===== config.mk =====
export PLATFORM = sky130hd
export DESIGN_NAME = clock_gen
export DESIGN_NICKNAME = d
export VERILOG_FILES = /design/src/rtl/clock_pkg.sv /design/src/rtl/clock_phase_ctr.sv /design/src/rtl/clock_gen.sv
export SDC_FILE = /design/constraint.sdc
export NUM_CORES = 1
export LEC_CHECK = 0
export ABC_AREA = 1
export CAP_MARGIN = 20
export CORE_AREA = 10 10 86 88
export CTS_CLUSTER_DIAMETER = 100
export DETAILED_ROUTE_END_ITERATION = 12
export DIE_AREA = 0 0 96 98
export PLACE_DENSITY = 0.46
export SLEW_MARGIN = 20
export SYNTH_ARGS = -nofsm -noshare
export SYNTH_HDL_FRONTEND = slang
export SYNTH_SLANG_ARGS = --single-unit

===== constraint.sdc =====
create_clock -name clk -period 1.6 [get_ports clk]
set_input_delay 0.16 -clock clk [delete_from_list [all_inputs] [get_ports clk]]
set_output_delay 0.16 -clock clk [all_outputs]
set_load 0.05 [all_outputs]

===== src/rtl/clock_pkg.sv =====
// ============================================================================
// Module   : clock_pkg
// Purpose  : Shared widths and phase type for the clock_gen block.
// Revision : 1.0 - initial release
// ============================================================================
`default_nettype none

package clock_pkg;
  localparam int c_ph_w  = 16;
  localparam int c_cnt_w = 32;

  typedef logic [c_ph_w-1:0] clk_phase_t;
endpackage

`default_nettype wire


===== src/rtl/clock_phase_ctr.sv =====
// ============================================================================
// Module   : clock_phase_ctr
// Purpose  : Wrapping phase counter (0..PERIOD-1) with enable; exposes the
//            phase the next edge will load.
// Revision : 1.0 - initial release
// ============================================================================
`default_nettype none

module clock_phase_ctr
  import clock_pkg::*;
#(
  parameter int PERIOD = 10
) (
  input  logic       clk,
  input  logic       reset,
  input  logic       en_i,
  output clk_phase_t ph_n_o
);

  localparam clk_phase_t c_last = clk_phase_t'(PERIOD - 1);

  clk_phase_t ph_q;
  clk_phase_t ph_d;

  always_comb begin
    ph_d = (ph_q == c_last) ? '0 : ph_q + 1'b1;
  end

  // Reset parks on the last phase so the first enabled edge wraps to 0.
  always_ff @(posedge clk) begin
    if (reset) begin
      ph_q <= c_last;
    end else if (en_i) begin
      ph_q <= ph_d;
    end
  end

  assign ph_n_o = ph_d;

endmodule

`default_nettype wire


===== src/rtl/clock_gen.sv =====
// ============================================================================
// Module   : clock_gen
// Purpose  : Divided 50%-duty clock with rise/fall strobes and an optional
//            rising-edge counter (enabled by CLOCK_GEN_CYCLE_COUNT_EN).
// Revision : 1.0 - initial release
// ============================================================================
`default_nettype none

module clock_gen
  import clock_pkg::*;
#(
  parameter int PERIOD = 10
) (
  input  logic               clk,
  input  logic               reset,
  input  logic               en,
  output logic               gen_clk,
  output logic               rise_tick,
  output logic               fall_tick,
  output logic [c_cnt_w-1:0] cycle_count
);

  localparam clk_phase_t c_high = clk_phase_t'(PERIOD / 2);

  generate
    if ((PERIOD < 2) || (PERIOD > 65535)) begin : g_period_check
      $fatal(1, "clock_gen: PERIOD must be within 2..65535");
    end
  endgenerate

  clk_phase_t ph_n;

  clock_phase_ctr #(
    .PERIOD (PERIOD)
  ) u_phase_ctr (
    .clk    (clk),
    .reset  (reset),
    .en_i   (en),
    .ph_n_o (ph_n)
  );

  logic gen_clk_q;
  logic rise_q;
  logic fall_q;
  logic gen_clk_d;
  logic rise_d;
  logic fall_d;

  always_comb begin
    gen_clk_d = (ph_n < c_high);
    rise_d    = (ph_n == '0);
    fall_d    = (ph_n == c_high);
  end

  // Strobes are single-cycle: a disabled edge clears them while gen_clk holds.
  always_ff @(posedge clk) begin
    if (reset) begin
      gen_clk_q <= 1'b0;
      rise_q    <= 1'b0;
      fall_q    <= 1'b0;
    end else if (en) begin
      gen_clk_q <= gen_clk_d;
      rise_q    <= rise_d;
      fall_q    <= fall_d;
    end else begin
      rise_q    <= 1'b0;
      fall_q    <= 1'b0;
    end
  end

  assign gen_clk   = gen_clk_q;
  assign rise_tick = rise_q;
  assign fall_tick = fall_q;

`ifdef CLOCK_GEN_CYCLE_COUNT_EN
  logic [c_cnt_w-1:0] cycle_cnt_q;

  always_ff @(posedge clk) begin
    if (reset) begin
      cycle_cnt_q <= '0;
    end else if (en && rise_d) begin
      cycle_cnt_q <= cycle_cnt_q + 1'b1;
    end
  end

  assign cycle_count = cycle_cnt_q;
`else
  assign cycle_count = '0;
`endif

endmodule

`default_nettype wire


; After elaboration in Yosys (flattened, before gate mapping)
; Index checks and enable logic that the tools add are counted.
[classes]
shift = 0
mux = 1
n_div = 0
order_cmp = 1
n_bitwise = 1
addsub = 1
eq_ne = 2
mul = 0
n_reduce_logical = 2
[op_table]
columns = op, n
row1 = 16-bit by 1-bit adder with 16-bit output (second input constant), 1
row2 = 16-bit by 3-bit equality test with 1-bit output (second input constant), 1
row3 = 16-bit by 4-bit equality test with 1-bit output (second input constant), 1
row4 = 16-bit zero test, 1
row5 = 16-bit by 3-bit < comparator with 1-bit output (second input constant), 1
row6 = 16-bit two-way mux, 1
row7 = 2-bit OR reduction, 1
row8 = 1-bit inverter, 1
[word_totals]
latch_bits = 0
ramBits = 0
mem_count = 0
out_inout_bits = 35
romBits = 0
input_bits = 3
reg_bits = 19

; Depth between registers and ports, before layout
[depth]
word_depth = 3
ltp_mapped = 10

; Modules after synthesis
; Synthesis repeated with hierarchy kept, for this count alone.
[hier_totals]
hier_cells = 234
hier_area_um2 = 1472.7
[modules_own_cells]
columns = mod, area_each_um2, cells_per_inst, instances
row1 = clock_phase_ctr, 1036.0, 170, 1
row2 = clock_gen, 436.7, 64, 1

; Least setup slack after synthesis
; No wires, ideal clock.
[synth_path]
kind = reg-to-reg
from = reg u_phase_ctr.ph_q[0]
to = reg gen_clk_q (netlist: gen_clk)
path_slack_ps = 129
arrival_time_ps = 1403
path_stages_with_launch = 10
required_time_ps = 1532
setup_time_ps = 68
path_buffers = 0
path_cell_list = dfxtp_1 > ha_1 > nand3_1 > nor2_2 > nand4_1 > nand2_1 > nand2_1 > nor2_2 > nand2_2 > o21bai_2
[synth_between]
elab_chain_len = 3
[synth_rtl]
columns = element, line
row1 = start: declaration, clock_phase_ctr.sv:22  ; clk_phase_t ph_q;
row2 = start signal: assignment, clock_phase_ctr.sv:32  ; ph_q <= c_last;
row3 = start signal: assignment, clock_phase_ctr.sv:34  ; ph_q <= ph_d;
row4 = 16-bit by 1-bit adder with 16-bit output / 16-bit by 4-bit equality test with 1-bit output (equally long branches), clock_phase_ctr.sv:26  ; ph_d = (ph_q == c_last) ? '0 : ph_q + 1'b1;
row5 = 16-bit two-way mux *, clock_phase_ctr.sv:26
row6 = 16-bit by 3-bit < comparator with 1-bit output *, clock_gen.sv:50  ; gen_clk_d = (ph_n < c_high);
row7 = end signal: assignment, clock_gen.sv:62  ; gen_clk_q <= gen_clk_d;
row8 = end: declaration, clock_gen.sv:42  ; logic gen_clk_q;
; Mark *: on every way between the ends. The rest lies on a longest branch, timed or not.
; A chain may end at the register's enable or synchronous reset.

; Final worst setup path
[layout_path]
from = reg u_phase_ctr.ph_q[1]
to = reg rise_q (netlist: rise_tick)
[layout_between]
elab_chain_len = 3
[layout_rtl]
columns = element, line
row1 = 16-bit by 1-bit adder with 16-bit output / 16-bit by 4-bit equality test with 1-bit output (equally long branches), clock_phase_ctr.sv:26
row2 = 16-bit two-way mux *, clock_phase_ctr.sv:26
row3 = 16-bit zero test *, clock_gen.sv:51  ; rise_d = (ph_n == '0);
row4 = end signal: assignment, clock_gen.sv:63  ; rise_q <= rise_d;
row5 = end: declaration, clock_gen.sv:43  ; logic rise_q;
; Marked as above.

==> results.txt <==
* Outcome: completed
- Critical path data required time: 1.81 ns
* Critical path capture point: rise_tick
- The initial utilization of the core area, before any placement, comes to 0.242.
- In this run the critical register-to-register path is launched from u_phase_ctr.ph_q[1].
* Post-synthesis cell area: 1390 µm²
- Final worst slack: 0.0754 ns
* HPWL reported at the end of detailed placement: 2850 µm
* Number of global-route vias before repair: 1,241
* Critical path type: reg2reg
- In this run the number of H-tree levels came out at 1.
- Crit start category: flop
- Overall global routing resource usage: 0.0730
* Number of buffers created by CTS: 3
- TritonCTS built the clock tree.
* Global-route wire length before repair: 5660 µm
- Detailed-route via count: 1,288
* Initial drt markers: 55
- The count of nets left with antenna violations once routing finished came out at 0.
- For this run, the number of Yosys warnings is 0.
- Switching power as a share of total power: 0.397
- Compared with the post-synthesis result, the final layout area differs by 24.7%.
- Final antenna diode count: 0
* Max FO, Critical Path: 4
- For the worst flop-to-flop path, the logic depth is 11.
- Final setup viols: 0
* Commonest non-fill, non-tap cells in the layout: sky130_fd_sc_hd__nand2_1 (46), sky130_fd_sc_hd__conb_1 (32), sky130_fd_sc_hd__inv_1 (22), sky130_fd_sc_hd__nor2_1 (20), sky130_fd_sc_hd__buf_4 (19)
- The number of hold buffers added after CTS was 0.
* Instance count along the most critical hold path: 2
- For this run the aggregate overflow at the end of global routing stands at 0.
- Top Ports: 38
- Clk_skew: 0.00226 ns
* Unrepaired setup endpoints after global routing: true
- Pwr dens: 730 nW/µm²
- The worst hold path belongs to the class reg2reg.
- 1st-pass router iterations: 4
- The share of total power dissipated in combinational logic is 0.317.
- Dividing the synthesized area by the synthesized cell count gives 6.47 µm².
* Unique cell type count in the Yosys netlist: 23
* Net Sw Power: 0.502 mW
* Root buffer cell: sky130_fd_sc_hd__clkbuf_8
- Minimum setup slack among reg-to-reg paths: 0.08 ns
- Fraction of power consumed by the clock network: 0.282
- Before CTS, the worst setup slack after placement is 0.00521 ns.
- Drt drc: 0
- Post-synthesis register bit count: 19
- Entering global routing, the biggest net connects 15 pins.
- Row count: 28
- Largest buffer count on any clock path: 2
- At the later pin of the worst-skew pair, clock insertion delay measures 0.26 ns.
- Total Die Area: 9410 µm²
* I/O Buffers: 5
* Commonest non-fill, non-tap cell in the layout: sky130_fd_sc_hd__nand2_1
- In this run the worst setup path begins at u_phase_ctr.ph_q[1].
- Final count of hold timing violations: 0
- The initial antenna violation count was 0.
* Total Routed Length: 3640 µm
- In the final layout, the share of cells above drive strength 1 is 0.278.
* Cells after Synth: 215
- Count of flip-flops with a built-in enable after synthesis: 0
- Final hold analysis gives a worst-case slack of 0.518 ns.
- Clock-pin transition on the worst setup and hold timing paths: 0.08 ns
* Placer Congestion: 0.794
- Cell type contributing the most total cell area after synthesis: sky130_fd_sc_hd__dfxtp_1
* Peak clock frequency supported by timing: 0.656 GHz
- Post-Route Setup TNS: 0 ns
- Worst IR drop on VDD: 0.522 mV
- Internal cell power: 0.764 mW
* Chip width: 96 µm
- Of all flip-flops after synthesis, the portion carrying an async set or reset was 0.
- Sequential share of power: 0.401
* Arrival time of data at the critical path endpoint: 1.73 ns
- Most area-consuming cells after synthesis: sky130_fd_sc_hd__dfxtp_1 (27%), sky130_fd_sc_hd__buf_4 (17%), sky130_fd_sc_hd__nand2_1 (15%)
* Via count normalized by instance count: 4.08
- CTS saw 19 sinks.
- Reg-to-Reg End: rise_tick
* Final Slew Violations: 0
- Subtracting the final worst setup slack from the clock period gives 1.52 ns.
- Number of nets in the layout: 247
* Static Leakage: 0.782 nW
- Most used flip-flop cell after synthesis: sky130_fd_sc_hd__dfxtp_1
* Area share of the largest cell type after synthesis: 0.273
- Share of synthesized area occupied by flip-flops and latches: 0.273
- The core region is 5750 µm².
* Type of element capturing the critical path: flop
* Overall Power: 1.27 mW
- Die extent in y: 98 µm
- Dividing the detail-routed wire length by the instance count gives 11.5 µm.
* Period utilization: 0.953
- Across the run, the number of max-cap violations was 0.
-- area by class of cell --
type / instances / area [µm²]
tap: 75 / 93.8
sequential: 19 / 387
clock buffer: 3 / 41.3
inverter: 24 / 90.1
fill: 660 / 4010
timing repair buffer: 25 / 216
multi-input combinational: 169 / 902
clock inverter: 1 / 5.00
-- power by group through the flow --
stage          combinational, mW  sequential (mW)  clock (mW)
4_1_cts                    0.350            0.500       0.369
5_1_grt                    0.427            0.510       0.386
2_1_floorplan              0.309            0.534           0
3_5_place_dp               0.350            0.511           0
3_3_place_gp               0.351            0.511           0
6_report                   0.401            0.508       0.357
-- critical path, cell delays in order (launching register included) --
cell and delay (ns):
sky130_fd_sc_hd__dfxtp_2 0.35, sky130_fd_sc_hd__buf_6 0.12, sky130_fd_sc_hd__inv_2 0.07, sky130_fd_sc_hd__ha_4 0.12
sky130_fd_sc_hd__nand3_2 0.07, sky130_fd_sc_hd__nor2_2 0.09, sky130_fd_sc_hd__nand2_2 0.13, sky130_fd_sc_hd__a21oi_4 0.21
sky130_fd_sc_hd__nand2_1 0.07, sky130_fd_sc_hd__nor2_1 0.09, sky130_fd_sc_hd__nand2_1 0.06, sky130_fd_sc_hd__nor2_2 0.07
-- flip-flops by register name (all words and copies together) (netlist names) --
name              cells
u_phase_ctr.ph_q     16
rise_tick             1
fall_tick             1
gen_clk               1
-- how the worst min path moves through the flow --
stage | from | endpoint
2_1_floorplan | reset | u_phase_ctr.ph_q[3]
3_3_place_gp | u_phase_ctr.ph_q[15] | u_phase_ctr.ph_q[15]
3_5_place_dp | u_phase_ctr.ph_q[15] | u_phase_ctr.ph_q[15]
4_1_cts | u_phase_ctr.ph_q[15] | u_phase_ctr.ph_q[15]
5_1_grt | u_phase_ctr.ph_q[15] | u_phase_ctr.ph_q[15]
6_report | u_phase_ctr.ph_q[15] | u_phase_ctr.ph_q[15]
-- metrics by stage --
stage           util  area, µm²  std cells
3_5_place_dp   0.267       1540        309
6_report       0.302       1740        316
5_1_grt        0.302       1740        316
4_1_cts        0.276       1590        313
3_3_place_gp   0.267       1540        309
2_1_floorplan      -       1510        246
-- synth_stat cells, types with 2 or more instances --
library cell / count
sky130_fd_sc_hd__nor2_1: 26
sky130_fd_sc_hd__o22ai_1: 13
sky130_fd_sc_hd__dfxtp_1: 19
sky130_fd_sc_hd__nand4_1: 5
sky130_fd_sc_hd__clkbuf_1: 2
sky130_fd_sc_hd__inv_1: 23
sky130_fd_sc_hd__ha_1: 2
sky130_fd_sc_hd__nand3_1: 12
sky130_fd_sc_hd__nor2_2: 5
sky130_fd_sc_hd__nor3_1: 2
sky130_fd_sc_hd__buf_4: 32
sky130_fd_sc_hd__nand2_1: 54
sky130_fd_sc_hd__nor2_4: 2
sky130_fd_sc_hd__o21ai_0: 6
sky130_fd_sc_hd__nand2_2: 4
-- layer usage --
metal	global-route usage	up-vias	part of all wire
met5	0	-	0
met2	0.117	23	0.49
met4	0.0170	0	0.0069
li1	-	674	-
met1	0.0958	587	0.46
met3	0.0161	4	0.048
-- logic make-up after synthesis --
| group | count (synthesis) | synth area share |
|---|---|---|
| buffers and inverters | 58 | 0.243 |
| AOI/OAI and AO/OA | 23 | 0.103 |
| xor gates and xnor gates | 1 | 0.00630 |
| and+or+nand+nor | 111 | 0.353 |
| other | 1 | 0.00270 |
| adders and majority gates | 2 | 0.0180 |
| DFF | 19 | 0.273 |
-- what timing repair did --
action,CTS,global route
setup buffers,0,3
setup endpoints to repair,3,3
pin swaps,0,19
resized for setup,1,37
(Power assumes the default switching activity.)
